$ cat src/rtl/dmux_router_pkg.sv
// rtl/dmux_router_pkg.sv - shared constants and helpers for the buffered 1-to-2 stream router
// Optional statistics counters are enabled with DMUX_ROUTER_STATS_EN.
package dmux_router_pkg;

    localparam logic CH0 = 1'b0;
    localparam logic CH1 = 1'b1;

    localparam int STAT_W = 16;

    function automatic int ptr_w(input int depth);
        return $clog2(depth);
    endfunction

endpackage

$ cat src/rtl/dmux_router_fifo.sv
// rtl/dmux_router_fifo.sv - single-channel first-word-fall-through FIFO for the stream router
// Output data is forced to zero whenever the FIFO is empty.
module dmux_router_fifo
    import dmux_router_pkg::*;
#(
    parameter int WIDTH = 8,
    parameter int DEPTH = 4
)
(
    input  logic             clk,
    input  logic             rst_n,
    input  logic             push,
    input  logic [WIDTH-1:0] push_data,
    output logic             full,
    input  logic             pop,
    output logic             valid,
    output logic [WIDTH-1:0] data
);

    localparam int PW = ptr_w(DEPTH);
    localparam logic [PW:0] FULL_CNT = (PW + 1)'(DEPTH);

    logic [WIDTH-1:0] r_mem [DEPTH];
    logic [PW-1:0]    r_wr_ptr;
    logic [PW-1:0]    r_rd_ptr;
    logic [PW:0]      r_count;

    logic w_push;
    logic w_pop;

    assign full  = (r_count == FULL_CNT);
    assign valid = (r_count != '0);
    assign data  = valid ? r_mem[r_rd_ptr] : '0;

    // Space freed by a same-cycle pop is not reusable until the next cycle.
    assign w_push = push && !full;
    assign w_pop  = pop && valid;

    always_ff @(posedge clk) begin
        if (w_push) begin
            r_mem[r_wr_ptr] <= push_data;
        end
    end

    always_ff @(posedge clk or negedge rst_n) begin
        if (!rst_n) begin
            r_wr_ptr <= '0;
            r_rd_ptr <= '0;
            r_count  <= '0;
        end else begin
            if (w_push) begin
                r_wr_ptr <= r_wr_ptr + 1'b1;
            end
            if (w_pop) begin
                r_rd_ptr <= r_rd_ptr + 1'b1;
            end
            if (w_push && !w_pop) begin
                r_count <= r_count + 1'b1;
            end else if (w_pop && !w_push) begin
                r_count <= r_count - 1'b1;
            end
        end
    end

endmodule

$ cat src/rtl/dmux_stream_router.sv
// rtl/dmux_stream_router.sv - buffered handshaked 1-to-2 demultiplexer with per-output FIFOs
// Define DMUX_ROUTER_STATS_EN to add per-channel output handshake counters.
module dmux_stream_router
    import dmux_router_pkg::*;
#(
    parameter int WIDTH = 8,
    parameter int DEPTH = 4
)
(
    input  logic              clk,
    input  logic              rst_n,
    input  logic              in_valid,
    output logic              in_ready,
    input  logic [WIDTH-1:0]  in_data,
    input  logic              in_sel,
    output logic              out0_valid,
    input  logic              out0_ready,
    output logic [WIDTH-1:0]  out0_data,
    output logic              out1_valid,
    input  logic              out1_ready,
    output logic [WIDTH-1:0]  out1_data
`ifdef DMUX_ROUTER_STATS_EN
    ,
    output logic [STAT_W-1:0] stat0_cnt,
    output logic [STAT_W-1:0] stat1_cnt
`endif
);

    logic [1:0] w_full;
    logic       w_fire;
    logic       w_push0;
    logic       w_push1;

    assign in_ready = !w_full[in_sel];
    assign w_fire   = in_valid && in_ready;
    assign w_push0  = w_fire && (in_sel == CH0);
    assign w_push1  = w_fire && (in_sel == CH1);

    dmux_router_fifo #(
        .WIDTH (WIDTH),
        .DEPTH (DEPTH)
    ) u_fifo0 (
        .clk       (clk),
        .rst_n     (rst_n),
        .push      (w_push0),
        .push_data (in_data),
        .full      (w_full[CH0]),
        .pop       (out0_ready),
        .valid     (out0_valid),
        .data      (out0_data)
    );

    dmux_router_fifo #(
        .WIDTH (WIDTH),
        .DEPTH (DEPTH)
    ) u_fifo1 (
        .clk       (clk),
        .rst_n     (rst_n),
        .push      (w_push1),
        .push_data (in_data),
        .full      (w_full[CH1]),
        .pop       (out1_ready),
        .valid     (out1_valid),
        .data      (out1_data)
    );

`ifdef DMUX_ROUTER_STATS_EN
    logic [STAT_W-1:0] r_stat0;
    logic [STAT_W-1:0] r_stat1;

    always_ff @(posedge clk or negedge rst_n) begin
        if (!rst_n) begin
            r_stat0 <= '0;
            r_stat1 <= '0;
        end else begin
            if (out0_valid && out0_ready) begin
                r_stat0 <= r_stat0 + 1'b1;
            end
            if (out1_valid && out1_ready) begin
                r_stat1 <= r_stat1 + 1'b1;
            end
        end
    end

    assign stat0_cnt = r_stat0;
    assign stat1_cnt = r_stat1;
`endif

endmodule
$ cat config.mk
export PLATFORM = sky130hd
export DESIGN_NAME = dmux_stream_router
export DESIGN_NICKNAME = d
export VERILOG_FILES = /design/src/rtl/dmux_router_pkg.sv /design/src/rtl/dmux_router_fifo.sv /design/src/rtl/dmux_stream_router.sv
export SDC_FILE = /design/constraint.sdc
export NUM_CORES = 1
export LEC_CHECK = 0
export ABC_AREA = 1
export CORE_ASPECT_RATIO = 1.5
export CORE_MARGIN = 2
export CORE_UTILIZATION = 45
export CTS_BUF_LIST = sky130_fd_sc_hd__clkbuf_8
export CTS_CLUSTER_DIAMETER = 50
export DETAILED_ROUTE_END_ITERATION = 12
export PLACE_DENSITY = 0.75
export SYNTH_ARGS = -nofsm -noshare
export SYNTH_HDL_FRONTEND = slang
export SYNTH_SLANG_ARGS = --single-unit
$ cat constraint.sdc
create_clock -name clk -period 2.33 [get_ports clk]
set_clock_uncertainty 0.15 [all_clocks]
set_input_delay 0.3495 -clock clk [delete_from_list [all_inputs] [get_ports clk]]
set_output_delay 0.3495 -clock clk [all_outputs]
set_load 0.05 [all_outputs]
* Word level (Yosys, flattened, before mapping)
Memories as Yosys holds them, arrays and structs flattened.
Index checks and enable logic that the tools add are counted.
** Storage, ports and cells
- Register bits after elaboration :: 14
- RAM bits :: 64
- Input port bits :: 14
- Word-level logic and storage cells :: 54
- Memories kept :: 2
** Cells by class
- Add/sub/neg operators :: 8
- Order comparisons :: 1
- Eq/ne operators :: 2
- Muxes and demuxes :: 12
- Bitwise gates (word level) :: 1
- Reductions and logical operators :: 22
** Memory list
- u_fifo0.r_mem :: words 4, bits a word 8, read ports 1, clocked after Yosys merged registers in 0, wr ports 1, line dmux_router_fifo.sv:23 : logic [WIDTH-1:0] r_mem [DEPTH];
- u_fifo1.r_mem :: words 4, bits a word 8, read ports 1, clocked after Yosys merged registers in 0, wr ports 1, line dmux_router_fifo.sv:23
** Operator list (number)
- 2-to-1 mux 8 bit :: 2
- 2-to-1 mux 3 bit :: 4
- logical AND 1 bit :: 11
- adder 2 x 1 -> 2 bit, second input constant :: 4
- zero test 1 bit :: 7
- adder 3 x 1 -> 3 bit, second input constant :: 2
- == test 3 bit, second input constant :: 2
- 2-to-1 mux 1 bit :: 6
- nonzero test 3 bit :: 2
- subtractor 3 x 1 -> 3 bit, second input constant :: 2
- nonzero test 2 bit :: 2
- less-than comparator 1 x 2 -> 1 bit, second input constant :: 1
- inverter 1 bit :: 1

* Longest topological paths before layout
Gate-level depths: netlist of the first run.
- Depth after elaboration :: 11
- Gate-level depth with buffers :: 12
- Gate-level depth less buffers :: 12

* Hierarchy
From an unflattened synthesis of the first run, not the netlist that was laid out.
** Unflattened totals
- Cell total of the unflattened synthesis :: 375
- Area, all modules :: 3714.8 µm²
** Modules (own cells, without submodules)
- dmux_router_fifo :: instances 2, cells each 183, area each 1838.0 µm²
- dmux_stream_router :: instances 1, cells each 9, area each 38.8 µm²

* Least setup slack after synthesis of the first run
OpenSTA, ideal clock, no wires.
- Kind :: register to output
- Start :: register u_fifo0.r_count[0]
- End :: output port out0_data[0]
- Data arrival time :: 1908 ps
- Required time :: 1831 ps
- Path slack :: -77 ps
- Stages on the path, launching flop included :: 5
- Path buffers :: 0
- Cells stage by stage :: dfrtp_1 > inv_1 > nand3_1 > inv_1 > a21oi_1
** On the way
- Cells in the longest elaborated chain, start to end :: 2
** Ends and longest elaborated chain
- start, declared :: line dmux_router_fifo.sv:26 : logic [PW:0] r_count;
- start signal, assigned :: line dmux_router_fifo.sv:58 : r_count <= r_count + 1'b1;
- start signal, assigned :: line dmux_router_fifo.sv:60 : r_count <= r_count - 1'b1;
- nonzero test 3 bit :: line dmux_router_fifo.sv:32 : assign valid = (r_count != '0);
- net out0_valid :: line dmux_stream_router.sv:16 : output logic out0_valid,
- 2-to-1 mux 8 bit :: line dmux_router_fifo.sv:33 : assign data = valid ? r_mem[r_rd_ptr] : '0;
- end, declared :: line dmux_stream_router.sv:18 : output logic [WIDTH-1:0] out0_data,
The timed path passes the listed nets, and every way through them passes these cells.

* Final worst setup path of the first run
- Start :: register u_fifo1.r_rd_ptr[0]
- End :: output port out1_data[5]
** On the way
- Cells in the longest elaborated chain, start to end :: 2
** Ends and longest elaborated chain
- start, declared :: line dmux_router_fifo.sv:25 : logic [PW-1:0] r_rd_ptr;
- start signal, assigned :: line dmux_router_fifo.sv:55 : r_rd_ptr <= r_rd_ptr + 1'b1;
- memory (4 x 8 bit)
- 2-to-1 mux 8 bit :: line dmux_router_fifo.sv:33
- end, declared :: line dmux_stream_router.sv:21 : output logic [WIDTH-1:0] out1_data
Every way passes these cells.

==> results of run 1 <==
cell families (layout without fill, tap and decap cells):
group / after synthesis / after routing / share of synthesized area, %
AO/OA/AOI/OAI: 20 / 20 / 2.73
AND/OR/NAND/NOR: 149 / 149 / 17.7
XOR/XNOR: 4 / 4 / 0.954
adder cells (fa/ha/maj): 12 / 12 / 4.50
flip-flops: 78 / 78 / 61.9
buffers and inverters: 105 / 159 / 12.2
metal layers:
metal  global-route usage, %  share of wire [%]  vias up
met5                       0                  0        -
met2                    32.1                 55       64
met1                    20.6                 39     1210
li1                        -                  -     1247
met3                    3.31                4.6       11
met4                    8.10                1.6        0
where the power goes:
group          leakage, nW  switching [mW]  internal, mW  total [mW]
sequential           0.750           0.189          1.76        1.95
combinational         1.25            2.10          1.43        3.53
clock                0.102           0.437         0.395       0.832
total                 2.10            2.73          3.58        6.31
layout by cell type (no fill, tap or decap):
master / instances
a21oi_1: 14
a21oi_2: 2
buf_12: 17
buf_4: 15
clkbuf_8: 10
clkdlybuf4s50_1: 13
clkinv_2: 1
dfrtp_1: 13
dfrtp_2: 1
dlygate4sd2_1: 1
edfxtp_1: 64
fa_1: 2
ha_1: 10
inv_1: 100
inv_4: 1
inv_6: 1
nand2_1: 90
nand2_2: 2
nand2_4: 1
nand3_1: 40
nand3_2: 2
nand4_1: 6
nor2_1: 8
o21ai_0: 4
xnor2_1: 4
worst max-delay path, delay by kind of cell, from the launching register on:
family,cells,cell delay [ns]
and+or+nand+nor,2,0.16
AOI/OAI and AO/OA,1,0.26
buffers and inverters,2,0.43
DFF,1,0.52
state kept, by name, summed over array words and instances, names as in the netlist:
signal	count
u_fifo0.r_count	3
u_fifo0.r_mem	32
u_fifo0.r_rd_ptr	2
u_fifo0.r_wr_ptr	2
u_fifo1.r_count	3
u_fifo1.r_mem	32
u_fifo1.r_rd_ptr	2
u_fifo1.r_wr_ptr	2
stage by stage:
stage	hold WS, ns	worst slack, ns	TNS (ns)
after detailed placement	0.352	-0.0161	-0.0161
after floorplan	-0.0961	-0.0771	-1.23
after global routing	0.313	0.0180	0
after global placement	0.328	0.0842	0
final	0.275	0.133	0
after CTS	0.266	0.0413	0
area by class of cell:
cell class                 instances  area, sq um  area share [%]
clock buffer                      10          138            3.07
timing repair buffer              46          592            13.2
clock inverter                     6         23.8           0.530
tap                              105          131            2.93
sequential                        78         2270            50.7
multi-input combinational        185          957            21.3
inverter                          97          372            8.28
path summary, 6_finish.rpt:
path | from | endpoint | slack, ns | depth (start not counted)
setup / recovery | u_fifo1.r_rd_ptr[0] | out1_data[5] | 0.13 | 5
max in group asynchronous | rst_n | u_fifo0.r_rd_ptr[0] | 1.27 | 1
setup reg to reg | u_fifo1.r_count[0] | u_fifo1.r_count[2] | 0.26 | 10
hold / removal | rst_n | u_fifo1.r_wr_ptr[0] | 0.28 | 1
hold reg to reg | u_fifo0.r_count[2] | u_fifo0.r_count[2] | 0.37 | 2
min in group clk | u_fifo0.r_count[2] | u_fifo0.r_count[2] | 0.37 | 2
==> results_dict.tcl, run 1 <==
set metrics [dict create \
    required_ns 1.83 \
    synth_top_area_cell "edfxtp_1" \
    leakage_nw 2.10 \
    clk_pin_slew_ns 0.07 \
    finalCritPeriodShare_pct 94.3 \
    outcome "complete, no violations" \
    total_power_mw 6.31 \
    drc 0 \
    drt-initial-drc-count 198 \
    grt_max_degree 18 \
    synth_seq_cells 78 \
    crit_path_cell_trace "buf_4 -> nand2_1 -> nand3_2 -> a21oi_1 -> buf_12" \
    vias_per_cell 4.80 \
    nFillCells 657 \
    cts_buffers 9 \
    crit_path_max_incr_delay_ns 0.52 \
    synth_edf_count 64 \
    clock_sinks 78 \
    vias 2532 \
    finalHoldViolCount 0 \
    synth_top_area_share_pct 52.4 \
    power_density_mw_per_mm2 1410 \
    num_antenna_cells 0 \
    die_area_sq_mm 0.00891 \
    routedWlPerCell_um 13.8 \
    dr.pass1.iters 4 \
    worstMarginPinSlew_ns 0.692 \
    drive_gt1_share_pct 12.6 \
    cts_setup_buffers 0 \
    grtUsageTotal_pct 17.9 \
    fmax_ghz 0.455 \
    critical_path_peak_fanout 11 \
    syn_area_sq_mm 0.00367 \
    syn_avg_cell_area_sq_um 9.98 \
    critPathKind "reg2out" \
    rows 40 \
    crit_path_end_kind "output pin" \
    htreeDepth 3 \
    io_buffers 32 \
    critical_path_arrival_ns 1.70 \
    slowest_stage "dfrtp_1" \
    io-pin-count 33 \
    synthFlopType "edfxtp_1" \
    rsz0062_at_grt "no" \
    layout_min_cycle_time_ns 2.20 \
    hold_class "in2async" \
    postRouteAntennaNets 0 \
    synth_area_leaders "edfxtp_1 52%, inv_1 9.7%, dfrtp_1 9.5%" \
    cp-start-kind "flop" \
    die_h_um 115 \
    slew_violations 0 \
    clockBufferDepth 2 \
    cts.repair.resized 2 \
    grt_pass1_wl_um 12100 \
    overflow 0 \
    synth-seq-area-share_pct 61.9 \
    yosysMostFrequentCell "inv_1" \
    stdcell_count 527 \
    post-dp-hpwl_um 5170 \
    postLayoutCellArea_sq_mm 0.00449 \
    maxCapViolations 0 \
    nets 443 \
    antenna_found_initial 0 \
    root_buffer "clkbuf_8" \
    initial_core_util_pct 46.1 \
    setup_viol 0 \
    postPlaceCellArea_sq_mm 0.00432 \
    cts_hold_buf 0 \
    dp.cells 511 \
    clock_latency_ns 0.34 \
    irDropWorstVdd_mv 0.763 \
    synth-async-reset-ratio_pct 17.9 \
    wl_um 7260 \
    synth_fp_nets 394 \
    area_growth_pct 22.2 \
    core_sq_mm 0.00796 \
    synth_commonest_cells "95 x inv_1, 90 x nand2_1, 64 x edfxtp_1" \
    post-route-util_pct 56.4 \
    yosys_warnings 0 \
    synth_cell_type_count 21 \
    routabilityCongestion 0.798 \
    tritoncts "built" \
    grt_pass1_vias 2555 \
    syn_inst 368 \
    max-slew-margin-rel_pct 53.7 \
    die_x_um 77.7 \
]
(Power assumes the default switching activity.)
==> inputs of run 2 (changes only) <==
--- a/config.mk
+++ b/config.mk
@@ -12,7 +12,9 @@
 export CTS_BUF_LIST = sky130_fd_sc_hd__clkbuf_8
 export CTS_CLUSTER_DIAMETER = 50
 export DETAILED_ROUTE_END_ITERATION = 12
-export PLACE_DENSITY = 0.75
+export DONT_BUFFER_PORTS = 1
+export HOLD_SLACK_MARGIN = 0.02
+export PLACE_DENSITY = 0.7
 export SYNTH_ARGS = -nofsm -noshare
 export SYNTH_HDL_FRONTEND = slang
 export SYNTH_SLANG_ARGS = --single-unit
==> results_dict.tcl, run 2 (same netlist as run 1, synthesis figures left out) <==
set metrics [dict create \
    cp-start-kind "flop" \
    vias 2588 \
    total_power_mw 6.12 \
    fin_tns_setup_ns 0 \
    io_buffers 0 \
    place_ws_ns 0.183 \
    drc 0 \
    grt_pass1_wl_um 12000 \
    setup_ws_ns 0.0829 \
    critical_path_arrival_ns 1.75 \
    num_antenna_cells 0 \
    clock_sinks 78 \
    routabilityCongestion 0.759 \
    antenna_found_initial 0 \
    nFillCells 670 \
    power_density_mw_per_mm2 1370 \
    drt-initial-drc-count 225 \
    core_sq_mm 0.00796 \
    initial_core_util_pct 46.1 \
    top_regs "u_fifo0.r_mem (32), u_fifo1.r_mem (32)" \
    finalHoldViolCount 0 \
    routedWlPerCell_um 14.6 \
    die_h_um 115 \
    drive_gt1_share_pct 17.8 \
    layout_min_cycle_time_ns 2.25 \
    grt_pass1_vias 2576 \
    rows 40 \
    crit_path_end_kind "output pin" \
    maxCapViolations 0 \
    postRouteAntennaNets 0 \
    vias_per_cell 4.86 \
    die_area_sq_mm 0.00891 \
    final_cell_mix "96 x inv_1, 90 x nand2_1, 64 x edfxtp_1, 38 x nand3_1, 29 x buf_4" \
    final_common_cell "inv_1" \
    grtUsageTotal_pct 18.2 \
    slew_violations 0 \
    clockBufferDepth 2 \
    leakage_nw 2.07 \
    htreeDepth 3 \
    nets 448 \
    post-dp-hpwl_um 5250 \
    critPathKind "reg2out" \
    postPlaceCellArea_sq_mm 0.00396 \
    critical_path_peak_fanout 4 \
    required_ns 1.83 \
    dr.pass1.iters 4 \
    grt_max_degree 18 \
    area_growth_pct 21.4 \
    io-pin-count 33 \
    tritoncts "built" \
    hold_class "in2reg" \
    worstMarginPinSlew_ns 0.651 \
    max-slew-margin-rel_pct 56.5 \
    irDropWorstVdd_mv 0.659 \
    finalCritPeriodShare_pct 96.4 \
    overflow 0 \
    clk_pin_slew_ns 0.07 \
    die_x_um 77.7 \
    outcome "complete, no violations" \
    setup_viol 0 \
    postLayoutCellArea_sq_mm 0.00446 \
    clock_latency_ns 0.35 \
    wl_um 7790 \
    cts_buffers 9 \
    root_buffer "clkbuf_8" \
    fmax_ghz 0.445 \
]
run 2: layout make-up:
class                   instances  area, sq um  area share, %
multi-input cells             185         1030           23.1
well taps                     105          131           2.95
repair buffers                 51          452           10.1
inverters                      97          379           8.51
flip-flops and latches         78         2270           51.0
clock inverters                 3         11.3          0.253
clock buffers                  13          179           4.02
run 2: layer usage:
metal	vias to the layer above	part of all wire, %	GRT usage (%)
met1	1260	39	19.7
li1	1259	-	-
met5	-	0	0
met3	20	3.7	4.10
met4	0	3.2	10.0
met2	49	54	32.5
run 2: through the flow:
stage,std cells,utilization [%],hold WS [ns]
6_report,532,56.0,0.0832
5_1_grt,532,56.0,0.107
3_5_place_dp,496,49.7,-0.0956
3_3_place_gp,496,49.7,-0.0956
2_1_floorplan,368,-,-0.0961
4_1_cts,527,54.3,0.0649
run 2: report_power, final:
group          switching, mW  internal (mW)  leakage [nW]  total, mW
clock                  0.452          0.493         0.109      0.944
sequential             0.137           1.76         0.751       1.89
combinational           2.21           1.08          1.21       3.29
total                   2.80           3.33          2.07       6.12
run 2: timing repair:
action | in CTS | in global routing
hold endpoints to repair | 84 | 0
resized for setup | 7 | 23
pin swaps | 0 | 0
buffers inserted | 1 | 5
endpoints found under the setup margin | 5 | 17
hold buffers | 14 | 0
run 2: worst max-delay path: stages, from the launching register on:
cell and delay [ns]:
dfrtp_1 0.40, inv_1 0.08, nand3_2 0.10, buf_6 0.18, clkinvlp_4 0.11, buf_4 0.18, a21oi_2 0.12, buf_4 0.22
run 2: path summary, 6_finish.rpt:
check	start	end	slack, ns	depth (start not counted)
max	u_fifo0.r_count[2]	out0_data[5]	0.08	7
min	in_sel	u_fifo0.r_wr_ptr[1]	0.08	3
max reg2reg	u_fifo1.r_count[0]	u_fifo1.r_count[2]	0.20	11
min reg2reg	u_fifo1.r_count[0]	u_fifo1.r_count[0]	0.35	1
max in group asynchronous	rst_n	u_fifo1.r_rd_ptr[1]	1.30	1
min in group asynchronous	rst_n	u_fifo1.r_count[1]	0.31	1
==> inputs of run 3 (changes only) <==
--- a/config.mk
+++ b/config.mk
@@ -14,7 +14,7 @@
 export DETAILED_ROUTE_END_ITERATION = 12
 export DONT_BUFFER_PORTS = 1
 export HOLD_SLACK_MARGIN = 0.02
-export PLACE_DENSITY = 0.7
+export PLACE_DENSITY = 0.6
 export SYNTH_ARGS = -nofsm -noshare
 export SYNTH_HDL_FRONTEND = slang
 export SYNTH_SLANG_ARGS = --single-unit
==> results_dict.tcl, run 3 (same netlist as run 1, synthesis figures left out) <==
set metrics [dict create \
    fmax_ghz 0.442 \
    htreeDepth 3 \
    area_growth_pct 18.0 \
    finalCritPeriodShare_pct 97.2 \
    initial_core_util_pct 46.1 \
    outcome "complete, no violations" \
    finalHoldViolCount 0 \
    cp-startpoint "u_fifo1.r_count[1]" \
    nFillCells 730 \
    maxCapViolations 0 \
    die_x_um 77.7 \
    core_sq_mm 0.00796 \
    die_h_um 115 \
    grt_pass1_vias 2511 \
    crit_path_max_incr_delay_ns 0.38 \
    drive_gt1_share_pct 13.1 \
    grt_pass1_wl_um 12000 \
    dr.pass1.iters 4 \
    dp.cells 495 \
    setup_viol 0 \
    clockBufferDepth 2 \
    r2r-start "u_fifo0.r_count[1]" \
    slew_violations 0 \
    final_cell_mix "96 x inv_1, 90 x nand2_1, 64 x edfxtp_1, 40 x nand3_1, 30 x buf_4" \
    worstMarginPinSlew_ns 0.679 \
    vias 2512 \
    critical_path_arrival_ns 1.76 \
    required_ns 1.83 \
    max-slew-margin-rel_pct 54.6 \
    path_buf_inv 4 \
    nets 442 \
    drc 0 \
    layout_min_cycle_time_ns 2.26 \
    clock_latency_ns 0.35 \
    postRouteAntennaNets 0 \
    root_buffer "clkbuf_8" \
    crit_path_cell_trace "inv_1 -> nand3_1 -> buf_6 -> clkinvlp_4 -> a21oi_1 -> buf_4" \
    wl_um 7190 \
    final_common_cell "inv_1" \
    antenna_found_initial 1 \
    critical_path_peak_fanout 8 \
    slowest_stage "dfrtp_1" \
    top_regs "u_fifo0.r_mem (32), u_fifo1.r_mem (32)" \
    routabilityCongestion 0.823 \
    tritoncts "built" \
    hold_slack_ns 0.0738 \
    clock_sinks 78 \
    rsz0062_at_grt "yes" \
    seqCellArea_sq_mm 0.00227 \
    post-dp-hpwl_um 4920 \
    power_density_mw_per_mm2 1350 \
    total_power_mw 5.87 \
    crit_path_end_kind "output pin" \
    routedWlPerCell_um 13.6 \
    hold_class "in2reg" \
    io_buffers 0 \
    r2r-end "u_fifo0.r_count[1]" \
    stdcell_count 527 \
    vias_per_cell 4.77 \
    grt_max_degree 20 \
    io-pin-count 33 \
    leakage_nw 2.03 \
    critPathKind "reg2out" \
    cp.depth 6 \
    irDropWorstVdd_mv 0.756 \
    clk_pin_slew_ns 0.08 \
    overflow 0 \
    critPathTopFamily "buffers and inverters" \
    rows 40 \
    drt-initial-drc-count 102 \
    r2r_slack_ns 0.23 \
    cts_buffers 9 \
    grtUsageTotal_pct 17.8 \
    ff2ff_path_depth 9 \
    crit_path_end "out1_data[4]" \
    die_area_sq_mm 0.00891 \
    cp-start-kind "flop" \
    multiInputGateArea_sq_um 957 \
]
[run 3: per-layer routing]
layer	global-route usage (%)	vias up	wire, um
met2	32.8	59	3860
met4	6.79	0	111
li1	-	1251	-
met3	4.02	11	327
met5	0	-	0
met1	19.8	1191	2890
[run 3: layout make-up]
| class | count | share of cell area (%) |
|---|---|---|
| Sequential cell | 78 | 52.5 |
| Antenna cell | 1 | 0.0578 |
| Timing Repair Buffer | 45 | 8.70 |
| Tap cell | 105 | 3.03 |
| Clock inverter | 7 | 2.11 |
| Clock buffer | 9 | 2.86 |
| Inverter | 97 | 8.67 |
| Multi-Input combinational cell | 185 | 22.1 |
[run 3: stage by stage]
step	util, %	worst slack, ns	cell area [sq um]	setup TNS, ns
after floorplan	-	-0.0771	3670	-1.23
after global placement	49.6	0.339	3950	0
after detailed placement	49.6	0.240	3950	0
after CTS	54.1	0.0357	4310	0
after global routing	54.4	-0.0425	4330	-0.139
final	54.4	0.0661	4330	0
[run 3: where the power goes]
part           internal, mW  leakage [nW]  switching, mW
Clock                 0.597         0.108          0.489
Sequential             1.75         0.751          0.135
Combinational         0.881          1.17           2.01
Total                  3.23          2.03           2.63
[run 3: worst min path at each step]
| stage | slack, ns | from | endpoint | cells past startpoint |
|---|---|---|---|---|
| 3_5_place_dp | -0.1 | rst_n | u_fifo0.r_count[0] | 0 |
| 3_3_place_gp | -0.1 | rst_n | u_fifo0.r_count[0] | 0 |
| 6_report | 0.07 | in_sel | u_fifo0.r_wr_ptr[0] | 3 |
| 4_1_cts | 0.06 | in_sel | u_fifo0.r_wr_ptr[0] | 3 |
| 5_1_grt | 0.09 | in_sel | u_fifo0.r_wr_ptr[1] | 3 |
| 2_1_floorplan | -0.1 | rst_n | u_fifo0.r_count[0] | 0 |
[run 3: tightest hold or removal path, cell delays in order]
cell     delay, ns
inv_1         0.05
nand4_1       0.08
nand2_1       0.05
[run 3: timing repair]
action                                 in CTS  in global routing
buffers inserted                            0                  1
setup endpoints to repair                   0                  8
hold buffers                               14                  0
endpoints found under the hold margin      84                  0
resized for setup                           0                  4
==> variant, RTL diff (config.mk and constraints of run 3) <==
`DEPTH` is set to 4 in 2 places; all go to 8.
--- a/src/rtl/dmux_router_fifo.sv
+++ b/src/rtl/dmux_router_fifo.sv
@@ -4,7 +4,7 @@
     import dmux_router_pkg::*;
 #(
     parameter int WIDTH = 8,
-    parameter int DEPTH = 4
+    parameter int DEPTH = 8
 )
 (
     input  logic             clk,
--- a/src/rtl/dmux_stream_router.sv
+++ b/src/rtl/dmux_stream_router.sv
@@ -4,7 +4,7 @@
     import dmux_router_pkg::*;
 #(
     parameter int WIDTH = 8,
-    parameter int DEPTH = 4
+    parameter int DEPTH = 8
 )
 (
     input  logic              clk,
Check against the original RTL: not equivalent (a bounded check fails within 10 cycles, from zero or initial values and one cycle with rst_n low).
==> variant against run 3 <==
- cell count grew 88%
- via count grew 88%
- design area grew 86%
- sequential share of layout area grew 1.5 points
- utilization shrank 1.2 points
- sequential cell count grew 70
- register-to-register slack lost 120 ps
- total power grew 77%
- setup slack lost 36 ps
- die area grew 86%
- synthesized area grew 90%
- wire length grew 110%
- combinational power grew 74%
- critical path depth grew 1
==> variant: results (changes against run 3) <==
* Share of post-route cells with drive strength above 1: 0.150 (+0.0196)
- The slowest stage of the critical path belongs to the cell dfrtp_2.
- Detailed Route WL: 15,200 µm (+110%)
* Setup slack, reg-to-reg: 110 ps (-120 ps)
* Net Count, Synth: 754 (+91%)
- Ys async rst share: 0.135 (-0.0444)
- The wire length of the first global-routing pass was 24,500 µm (+100%).
* Global Route Usage Sum: 0.196 (+0.0177)
* Main area contributors after synthesis: edfxtp_1, nand2_1, inv_1
- The initial antenna violation count was 2 (+1).
* Crit path max fanout: 13 (+5)
- The net count reported at finish was 805 (+82%).
- Synth Area in Compound Gates: 0.00501 (-0.0223)
* Clk Latency, worst-skew pair: 440 ps (+90 ps)
- The number of H-tree levels came to 4 (+1).
* Data arrival at the endpoint of the critical path: 1800 ps (+40 ps)
* Most frequent cells after synthesis: nand2_1, inv_1, edfxtp_1
- Number of fillers in the final layout: 1,369 (+88%)
- The pin count of the biggest net entering global routing came to 34 (+70%).
- Count of flip-flops with a built-in enable after synthesis: 128 (+100%)
* Transition time of the tightest slew-check pin: 915 ps (+237 ps)
* First DRT Iteration DRCs: 263 (+160%)
- Outcome: finished, final reports clean
- Vias in the first global route: 4,808 (+91%)
- Post-synthesis sequential area ratio: 0.621 (+0.00238)
- The final worst hold slack came to 85.2 ps (+11.4 ps).
* Via total after detailed routing: 4,729 (+88%)
* Number of buffers created by CTS: 17 (+8)
- Post-placement cell area: 7320 µm² (+85%)
* Leakage power figure: 3.68 nW (+82%)
* Crit Reg-Reg Startpoint: u_fifo1.r_count[0]
- The delay contributed by the slowest stage of the critical path was 500 ps (+120 ps).
- Switching share of power: 0.447 (-0.00160)
- Worst reg2reg endpoint: u_fifo1.r_count[3]
- In the final layout, the registers with the most flip-flops are u_fifo0.r_mem (64), u_fifo1.r_mem (64).
- The detailed placement HPWL came to 9900 µm (+100%).
* Hold-critical path depth: 4 (+1)
-- variant: cell families (layout without fill, tap and decap cells) --
kind of cell               after synthesis  count (layout)
and+or+nand+nor                        373             373
other                                    0               1
AOI/OAI and AO/OA                        7               7
adders and majority gates               12              12
xor gates and xnor gates                 9               9
buffers and inverters                  179             243
DFF                                    148             148
-- variant: layout make-up --
cell class              count  share of cell area
flip-flops and latches    148               0.540
multi-input cells         401               0.240
inverters                 153              0.0737
repair buffers             58              0.0699
well taps                 199              0.0309
clock buffers              17              0.0290
clock inverters            15              0.0158
diodes                      1            0.000310
-- variant: how the worst max path moves through the flow --
stage                                    from                 end  slack [ps]  cells past startpoint
final                     u_fifo1.r_rd_ptr[0]        out1_data[4]          30                      7
after global routing      u_fifo0.r_rd_ptr[0]        out0_data[6]         -60                      7
after CTS                 u_fifo1.r_rd_ptr[0]        out1_data[3]           2                      7
after detailed placement   u_fifo1.r_count[1]  u_fifo1.r_count[3]           7                     12
after global placement     u_fifo1.r_count[1]  u_fifo1.r_count[3]         100                     12
after floorplan            u_fifo1.r_count[1]  u_fifo1.r_count[3]          40                     11
-- variant: per-stage QoR --
step	std cells	worst slack (ps)	util
after global placement	936	96.7	0.483
after global routing	991	-64.6	0.532
after CTS	984	2.02	0.521
final	992	30.3	0.532
after floorplan	728	38.2	-
after detailed placement	936	6.83	0.483
-- variant: timing repair --
| action | CTS | global route |
|---|---|---|
| hold buffers | 14 | 0 |
| pin swaps | 2 | 9 |
| endpoints found under the hold margin | 160 | 0 |
| buffers inserted | 2 | 7 |
| resized for setup | 16 | 37 |
| setup endpoints to repair | 17 | 18 |
-- variant: metal layers --
metal | wire (µm) | GRT usage | vias to the layer above
met5 | 13 | 0 | -
met4 | 335 | 0.0683 | 2
li1 | - | - | 2381
met1 | 6130 | 0.216 | 2230
met2 | 8190 | 0.371 | 91
met3 | 512 | 0.0392 | 25
-- variant: critical path, delay by kind of cell, from the launching register on --
kind	cells	cell delay, ps
flip-flops	1	500
AND/OR/NAND/NOR	5	490
buffers and inverters	2	370
-- variant: power by group through the flow --
stage / sequential (mW) / clock [mW] / combinational [mW]
after floorplan: 3.43 / 0 / 3.60
after global placement: 3.58 / 0 / 4.40
after detailed placement: 3.61 / 0 / 4.48
after CTS: 3.55 / 1.84 / 4.73
after global routing: 3.61 / 1.96 / 5.52
final: 3.57 / 1.79 / 5.03
